[src/rtl/multicycle_controller.sv]
// multicycle_controller: control FSM for a multicycle MIPS-style datapath.
//
// Handles lw, sw, R-type (add/sub/and/or/slt), beq, addi and j. Every memory
// state (FETCH, MEMRD, MEMWR) runs an 8-bit wait counter. Once mem_ready has
// stayed low for MAX_WAIT consecutive cycles, the FSM parks in FAULT. It stays
// there with timeout raised until reset.
//
// Optional feature: define MC_BNE_EN to decode bne (op 000101) through BREX
// with an inverted zero test. Without the macro, bne is an illegal opcode.
//
// Parameters:
//   ALUCTRL_W  alucontrol width (>= 3, upper bits always 0)
//   MAX_WAIT   mem_ready-low cycles tolerated per memory state (1..255)
// Ports:
//   clk, reset                  clock, synchronous active-high reset
//   op, funct, zero, mem_ready  opcode, R-type function, ALU zero, memory done
//   mem_req, memwrite           memory request / write strobe
//   irwrite, regwrite, pcen     IR load, register write, PC load
//   iord, alusrca, regdst,
//   memtoreg, alusrcb, pcsrc    datapath mux selects
//   alucontrol                  ALU operation
//   illegal                     one-cycle pulse on unsupported op/funct
//   timeout                     sticky memory timeout flag (FAULT state)
// All outputs are combinational from state plus op/funct/zero/mem_ready.
module multicycle_controller #(
    parameter int unsigned ALUCTRL_W = 3,
    parameter int unsigned MAX_WAIT  = 15
) (
    input  logic                 clk,
    input  logic                 reset,
    input  logic [5:0]           op,
    input  logic [5:0]           funct,
    input  logic                 zero,
    input  logic                 mem_ready,
    output logic                 mem_req,
    output logic                 memwrite,
    output logic                 irwrite,
    output logic                 regwrite,
    output logic                 pcen,
    output logic                 iord,
    output logic                 alusrca,
    output logic                 regdst,
    output logic                 memtoreg,
    output logic [1:0]           alusrcb,
    output logic [1:0]           pcsrc,
    output logic [ALUCTRL_W-1:0] alucontrol,
    output logic                 illegal,
    output logic                 timeout
);

    localparam int unsigned CNT_W = 8;
    localparam logic [CNT_W-1:0] WAIT_LAST = CNT_W'(MAX_WAIT - 1);

    localparam logic [2:0] ALU_ADD = 3'b010;
    localparam logic [2:0] ALU_SUB = 3'b110;
    localparam logic [2:0] ALU_AND = 3'b000;
    localparam logic [2:0] ALU_OR  = 3'b001;
    localparam logic [2:0] ALU_SLT = 3'b111;

    localparam logic [5:0] OP_RTYPE = 6'b000000;
    localparam logic [5:0] OP_LW    = 6'b100011;
    localparam logic [5:0] OP_SW    = 6'b101011;
    localparam logic [5:0] OP_BEQ   = 6'b000100;
    localparam logic [5:0] OP_ADDI  = 6'b001000;
    localparam logic [5:0] OP_J     = 6'b000010;
`ifdef MC_BNE_EN
    localparam logic [5:0] OP_BNE   = 6'b000101;
`endif

    typedef enum logic [3:0] {
        FETCH, DECODE, MEMADR, MEMRD, MEMWB, MEMWR, RTYPEEX,
        RTYPEWB, BREX, ADDIEX, ADDIWB, JEX, FAULT
    } state_t;

    state_t           state_q, state_d, out_s;
    logic [CNT_W-1:0] cnt_q, cnt_d;
    logic [2:0]       alu;
    logic             wait_st;
    logic             expired;

    // State and wait-counter registers.
    always_ff @(posedge clk) begin
        if (reset) begin
            state_q <= FETCH;
            cnt_q   <= '0;
        end else begin
            state_q <= state_d;
            cnt_q   <= cnt_d;
        end
    end

    // Next-state and output decode.
    always_comb begin
        mem_req  = 1'b0;
        memwrite = 1'b0;
        irwrite  = 1'b0;
        regwrite = 1'b0;
        pcen     = 1'b0;
        iord     = 1'b0;
        alusrca  = 1'b0;
        regdst   = 1'b0;
        memtoreg = 1'b0;
        alusrcb  = 2'b00;
        pcsrc    = 2'b00;
        alu      = ALU_ADD;
        illegal  = 1'b0;
        timeout  = 1'b0;
        state_d  = state_q;

        // While reset is high the outputs already look like FETCH.
        out_s   = reset ? FETCH : state_q;
        expired = !mem_ready && (cnt_q == WAIT_LAST);

        case (out_s)
            FETCH: begin
                mem_req = 1'b1;
                alusrcb = 2'b01;
                if (mem_ready) begin
                    irwrite = 1'b1;
                    pcen    = 1'b1;
                    state_d = DECODE;
                end else if (expired) begin
                    state_d = FAULT;
                end
            end
            DECODE: begin
                alusrcb = 2'b11;
                case (op)
                    OP_LW, OP_SW: state_d = MEMADR;
                    OP_RTYPE:     state_d = RTYPEEX;
                    OP_BEQ:       state_d = BREX;
`ifdef MC_BNE_EN
                    OP_BNE:       state_d = BREX;
`endif
                    OP_ADDI:      state_d = ADDIEX;
                    OP_J:         state_d = JEX;
                    default: begin
                        illegal = 1'b1;
                        state_d = FETCH;
                    end
                endcase
            end
            MEMADR: begin
                alusrca = 1'b1;
                alusrcb = 2'b10;
                state_d = (op == OP_LW) ? MEMRD : MEMWR;
            end
            MEMRD: begin
                mem_req = 1'b1;
                iord    = 1'b1;
                if (mem_ready) begin
                    state_d = MEMWB;
                end else if (expired) begin
                    state_d = FAULT;
                end
            end
            MEMWB: begin
                regwrite = 1'b1;
                memtoreg = 1'b1;
                state_d  = FETCH;
            end
            MEMWR: begin
                mem_req  = 1'b1;
                memwrite = 1'b1;
                iord     = 1'b1;
                if (mem_ready) begin
                    state_d = FETCH;
                end else if (expired) begin
                    state_d = FAULT;
                end
            end
            RTYPEEX: begin
                alusrca = 1'b1;
                state_d = RTYPEWB;
                case (funct)
                    6'b100000: alu = ALU_ADD;
                    6'b100010: alu = ALU_SUB;
                    6'b100100: alu = ALU_AND;
                    6'b100101: alu = ALU_OR;
                    6'b101010: alu = ALU_SLT;
                    default: begin
                        alu     = 3'b000;
                        illegal = 1'b1;
                        state_d = FETCH;
                    end
                endcase
            end
            RTYPEWB: begin
                regwrite = 1'b1;
                regdst   = 1'b1;
                state_d  = FETCH;
            end
            BREX: begin
                alusrca = 1'b1;
                alu     = ALU_SUB;
                pcsrc   = 2'b01;
                pcen    = zero;
`ifdef MC_BNE_EN
                if (op == OP_BNE) begin
                    pcen = !zero;
                end
`endif
                state_d = FETCH;
            end
            ADDIEX: begin
                alusrca = 1'b1;
                alusrcb = 2'b10;
                state_d = ADDIWB;
            end
            ADDIWB: begin
                regwrite = 1'b1;
                state_d  = FETCH;
            end
            JEX: begin
                pcsrc   = 2'b10;
                pcen    = 1'b1;
                state_d = FETCH;
            end
            FAULT: begin
                timeout = 1'b1;
                state_d = FAULT;
            end
            default: state_d = FETCH;
        endcase

        alucontrol = ALUCTRL_W'(alu);
    end

    // Wait counter restarts on every state change and counts stalled cycles.
    always_comb begin
        wait_st = (state_q == FETCH) || (state_q == MEMRD) || (state_q == MEMWR);
        cnt_d   = cnt_q;
        if (state_d != state_q) begin
            cnt_d = '0;
        end else if (wait_st && !mem_ready) begin
            cnt_d = cnt_q + CNT_W'(1);
        end
    end

endmodule

[config.mk]
export PLATFORM = sky130hd
export DESIGN_NAME = multicycle_controller
export DESIGN_NICKNAME = d
export VERILOG_FILES = /design/src/rtl/multicycle_controller.sv
export SDC_FILE = /design/constraint.sdc
export NUM_CORES = 1
export LEC_CHECK = 0
export BUFFER_PORTS_ARGS = -buffer_cell sky130_fd_sc_hd__buf_2
export CORE_MARGIN = 2
export CORE_UTILIZATION = 45
export CTS_CLUSTER_DIAMETER = 120
export DETAILED_ROUTE_END_ITERATION = 8
export PLACE_DENSITY = 0.75
export SETUP_SLACK_MARGIN = 0.05
export SLEW_MARGIN = 20
export SYNTH_ARGS = -nofsm -noshare
export SYNTH_HDL_FRONTEND = slang
export SYNTH_SLANG_ARGS = --single-unit
[constraint.sdc]
create_clock -name clk -period 2.6 [get_ports clk]
set_clock_uncertainty 0.15 [all_clocks]
set_input_delay 0.39 -clock clk [delete_from_list [all_inputs] [get_ports clk]]
set_output_delay 0.39 -clock clk [all_outputs]
set_load 0.05 [all_outputs]
==> results of run 1 <==
## cells by family (layout without fill, tap and decap cells)
logic type | count (synthesis) | after routing
AND/OR/NAND/NOR | 83 | 83
AO/OA/AOI/OAI | 40 | 40
buffers and inverters | 17 | 56
flip-flops | 12 | 12
XOR/XNOR | 11 | 11
adder cells (fa/ha/maj) | 2 | 2
## synth_stat cells, types with 4 or more instances
cell type,number
nor2b_1,5
nand4_1,5
and3_1,4
nor2_1,18
nand2_1,10
dfxtp_1,12
a31oi_1,6
o21ai_0,6
nor3_1,11
inv_1,6
xor2_1,9
nor3_2,9
a21oi_1,5
buf_2,5
nor4_1,4
## stage by stage
| stage | TNS, ns | setup slack, ns |
|---|---|---|
| after global placement | 0 | 0.229 |
| after global routing | 0 | 0.109 |
| after CTS | 0 | 0.117 |
| after floorplan | -0.999 | -0.104 |
| final | 0 | 0.206 |
| after detailed placement | 0 | 0.146 |
## report_power, final
part           internal [W]  switching, W
Sequential         0.000187     0.0000106
Clock             0.0000852     0.0000645
Combinational     0.0000610      0.000107
Total              0.000334      0.000182
## per-layer routing
| layer | global-route usage [%] | share of wire, % |
|---|---|---|
| met4 | 7.97 | 1.7 |
| met5 | 0 | 0 |
| met2 | 34.7 | 48 |
| met3 | 1.59 | 6.6 |
| met1 | 28.9 | 44 |
## flip-flops by register name, indices dropped and copies added (netlist names)
name and count:
cnt_q 8, state_q 4
## area by class of cell
| cell class | count | area [um^2] |
|---|---|---|
| fill | 255 | 1160 |
| sequential | 12 | 246 |
| tap | 31 | 38.8 |
| clock buffer | 4 | 36.3 |
| timing repair buffer | 46 | 263 |
| inverter | 6 | 22.5 |
| multi-input combinational | 136 | 966 |
## worst max-delay path: stages, from the launching register on
cell and delay (ns):
dfxtp_4 0.44, buf_4 0.17, or2b_1 0.25, nor2_1 0.24
a41o_1 0.22, buf_2 0.26
## worst paths after layout
path	end	startpoint	cells after the start	slack, ns
setup reg to reg	cnt_q[1]$_SDFFE_PP0P_	state_q[2]$_SDFF_PP0_	8	0.25
hold / removal	state_q[1]$_SDFF_PP0_	reset	2	0.30
hold reg to reg	cnt_q[3]$_SDFFE_PP0P_	cnt_q[3]$_SDFFE_PP0P_	2	0.44
setup / recovery	alucontrol[2]	state_q[1]$_SDFF_PP0_	5	0.21
## timing repair
item | 4_1_cts | 5_1_grt
pin swaps | 0 | 0
setup buffers | 0 | 0
resized for setup | 1 | 5
endpoints found under the setup margin | 3 | 12
==> metrics.txt, run 1 <==
Reg clk slew, reported paths 0.08 ns; routed vias approximately 1400; Yosys reg bits 12; Seq/Total Area, Yosys between 10% and 20%; hold buffer count at CTS 0; status finished, final reports clean; simple-gate share of the synthesized area around two fifths; period utilization roughly 92%; Post-synth EDFFs 0; top post-synthesis cells by area dfxtp_1 (19%), nor3_2 (7.0%), xor2_1 (6.1%); Post-DRT Antenna Nets 0; Root Buffer clkbuf_4; FMAX roughly 420 MHz; antenna violations before repair 0; CP required roughly 2.1 ns; YS warnings 0; Vias/cell just over 6; Diodes inserted 0; dpl cells ~230; worst slew pin tran 0.480 ns; pin count of the biggest net entering global routing 16; Syn Nets approximately 180; CTS Buffer Depth 2; Synth Area in Compound Gates roughly a quarter; initial drt markers 74; core box area ~2700 um^2; Synth area leader dfxtp_1; Worst Setup End Kind output port; cell area after layout 1570 um^2; worst hold slack between 0.2 and 0.3 ns; Top FF cell, synth dfxtp_1; CTS H-tree depth 1; CTS sink cnt 12; Mapped Avg Cell Area roughly 7.8 um^2; cell count after synthesis between 150 and 200; Hold Crit Class in -> reg; Rel. slew slack 67.2%; final slew viol count 0; Ports 34; die area between 3000 and 4000 um^2; Congestion Overflow GR 0; CP Data Arrival Time 1.85 ns; final hold violation count 0; leakage about 0.65 nW; WS Path Type reg -> out; Routed WL per cell 14.4 um; Post-Synth XOR/XNOR Area between 8 and 9%; final critical-path required period 2.39 ns; Routed WL approximately 3400 um; DRT Pass-1 Iters 4; Max VDD drop ~0.00026 V; Die Y between 50 and 60 um; crit-path max FO 11; first-pass GRT wire length around 5600 um; layout cells sized above 1 a little over a third; Final setup viols 0; fin nets about 220; Yosys cell types 56; max-cap check violation count 0; Die W 57.5 um; Port Buf Inserts 33; gpl congestion between 0.8 and 0.9; unrepaired setup endpoints after global routing false; vias in the first global route roughly 1200; largest family of logic cells by synthesized area simple AND/OR/NAND/NOR gates; Mapped Area 1290 um^2; Initial Utilization 47.1%; P per Cell Area roughly 330 nW/um^2; Layout area overhead 22.2%; post-synthesis mux area share 0%; Final Non-Filler Cells ~240; Worst-Skew Late Latency around 0.28 ns; leading cell types in the layout, fill and taps excluded buf_2 (33), nor2_1 (17), buf_4 (13); Num CTS Buffers 3; DP Wirelength between 2000 and 3000 um; final core utilization between 50% and 60%; GRT Util Overall 21.2%; total power ~0.0005 W; top-area cell type share of the netlist area between 10% and 20%; commonest non-fill, non-tap cell in the layout buf_2; ys async rst share 0%; Startpoint Class flop; DRC 0; Area after DPL between 1500 and 2000 um^2; Post-Synth Adder-Cell Area just under 2%; CTS tree done; num rows 19
Note: power is estimated with default switching activity, not from simulation.
==> run 2, diff against run 1 <==
--- a/config.mk
+++ b/config.mk
@@ -6,9 +6,10 @@
 export NUM_CORES = 1
 export LEC_CHECK = 0
 export BUFFER_PORTS_ARGS = -buffer_cell sky130_fd_sc_hd__buf_2
+export CORE_ASPECT_RATIO = 0.5
 export CORE_MARGIN = 2
 export CORE_UTILIZATION = 45
-export CTS_CLUSTER_DIAMETER = 120
+export CTS_CLUSTER_DIAMETER = 30
 export DETAILED_ROUTE_END_ITERATION = 8
 export PLACE_DENSITY = 0.75
 export SETUP_SLACK_MARGIN = 0.05
==> run 2 against run 1 <==
Final cell count up 0.85%. Via count down 2.9%. Utilization up 1.3 points.
==> metrics.txt, run 2 (same netlist as run 1, synthesis figures left out) <==
status finished, final reports clean; post-CTS setup buffers 0; antenna violations before repair 0; CTS sink cnt 12; Hold Crit Class in -> reg; max-cap check violation count 0; Startpoint Class flop; Logic pwr share between 20% and 30%; Post-DRT Antenna Nets 0; leading cell types in the layout, fill and taps excluded buf_2 (33), nor2_1 (18), nand2_1 (10), nor3_1 (10), nor3_2 (10); leakage around 0.64 nW; worst slew pin tran ~0.62 ns; Root Buffer clkbuf_8; crit-path max FO 13; sequential power share approximately 36%; Critical path buffers and inverters 0; final critical-path required period 2.42 ns; Final setup viols 0; Largest regs cnt_q (8), state_q (4); Worst-Skew Late Latency around 0.24 ns; WS Path Type reg -> reg; Routed WL roughly 3300 um; Diodes inserted 0; routed vias ~1400; num rows 13; Layout area overhead 21.1%; core box area ~2700 um^2; Max VDD drop 0.000314 V; die area between 3000 and 4000 um^2; Rel. slew slack just under 60%; post-CTS sizing 0; Ports 34; first-pass GRT wire length between 5000 and 6000 um; CP required roughly 2.6 ns; Fill cells 255; DRT Pass-1 Iters 5; CTS H-tree depth 1; Reg with most FFs cnt_q; final slew viol count 0; initial drt markers between 100 and 150; CTS Buffer Depth 2; Congestion Overflow GR 0; Pint 0.000381 W; Max stage delay cell, worst path dfxtp_1; GRT Util Overall a little under a fifth; Vias/cell around 5.9; final hold violation count 0; hold buffer count at CTS 0; Port Buf Inserts 33; Die W roughly 80 um; FMAX slightly above 400 MHz; clock network fraction of total power approximately a third; CP peak stage delay 0.63 ns; Sw Ratio between 30% and 40%; switching power between 0.00015 and 0.0002 W; Die Y 41.8 um; Largest register FFs 8; DP Wirelength about 2500 um; fin nets ~220; Routed WL per cell about 14 um; commonest non-fill, non-tap cell in the layout buf_2; total power ~0.00056 W; Initial Utilization between 40% and 50%; Setup TNS Final 0 ns; pin count of the biggest net entering global routing 17; CTS tree done; register area ~240 um^2; layout cells sized above 1 between 30% and 40%; Num CTS Buffers 3; unrepaired setup endpoints after global routing false; DRC 0; Top delay family on crit path simple AND/OR/NAND/NOR gates; period utilization between 90% and 100%; gpl congestion about 0.9; CP Data Arrival Time between 2 and 2.5 ns; Reg clk slew, reported paths approximately 0.050 ns; multi-input logic area around 960 um^2; P per Cell Area roughly 360 nW/um^2; vias in the first global route around 1200; Worst Setup End Kind flop; cell chain of the critical path nor2b_1, a211oi_2, nor3_1, a2111oi_0, a311o_4, nor3_2
[run 2: changes by cell type in the layout (fill, tap and decap cells not counted), sizes merged]
cell  previous run  this run
buf             46        42
[run 2: per-stage QoR]
| step | utilization [%] | hold slack, ns | area [um^2] | cells | setup slack, ns |
|---|---|---|---|---|---|
| after floorplan | - | 0.369 | 1300 | 165 | -0.104 |
| after global placement | 56.6 | 0.391 | 1500 | 233 | 0.189 |
| after detailed placement | 56.6 | 0.398 | 1500 | 233 | 0.0962 |
| after CTS | 58.7 | 0.362 | 1560 | 237 | 0.0859 |
| after global routing | 58.8 | 0.389 | 1560 | 237 | 0.0464 |
| final | 58.8 | 0.367 | 1560 | 237 | 0.182 |
[run 2: layout make-up]
cell class	count	area share (%)
multi-input combinational	136	61.5
timing repair buffer	42	14.9
sequential	12	15.7
clock buffer	4	3.53
inverter	6	1.44
tap	37	2.97
[run 2: power groups by stage]
stage               registers (W)  clock network, W  logic [W]
finish                   0.000200          0.000198   0.000164
global route             0.000201          0.000212   0.000177
CTS                      0.000200          0.000204   0.000163
detailed placement       0.000204                 0   0.000162
global placement         0.000204                 0   0.000159
floorplan                0.000195                 0   0.000122
[run 2: metal layers]
metal  global-route usage (%)  share of wire, %
met5                        0                 0
met4                     4.14              0.94
met3                     4.13               7.2
met2                     32.8                46
met1                     24.7                46
[run 2: worst paths after layout]
check / start / to / slack, ns / depth (start not counted)
worst max-delay path: state_q[0]$_SDFF_PP0_ / cnt_q[4]$_SDFFE_PP0P_ / 0.18 / 6
worst min-delay path: reset / state_q[0]$_SDFF_PP0_ / 0.37 / 2
worst max register to register: state_q[0]$_SDFF_PP0_ / cnt_q[4]$_SDFFE_PP0P_ / 0.18 / 6
worst min register to register: cnt_q[3]$_SDFFE_PP0P_ / cnt_q[3]$_SDFFE_PP0P_ / 0.41 / 2
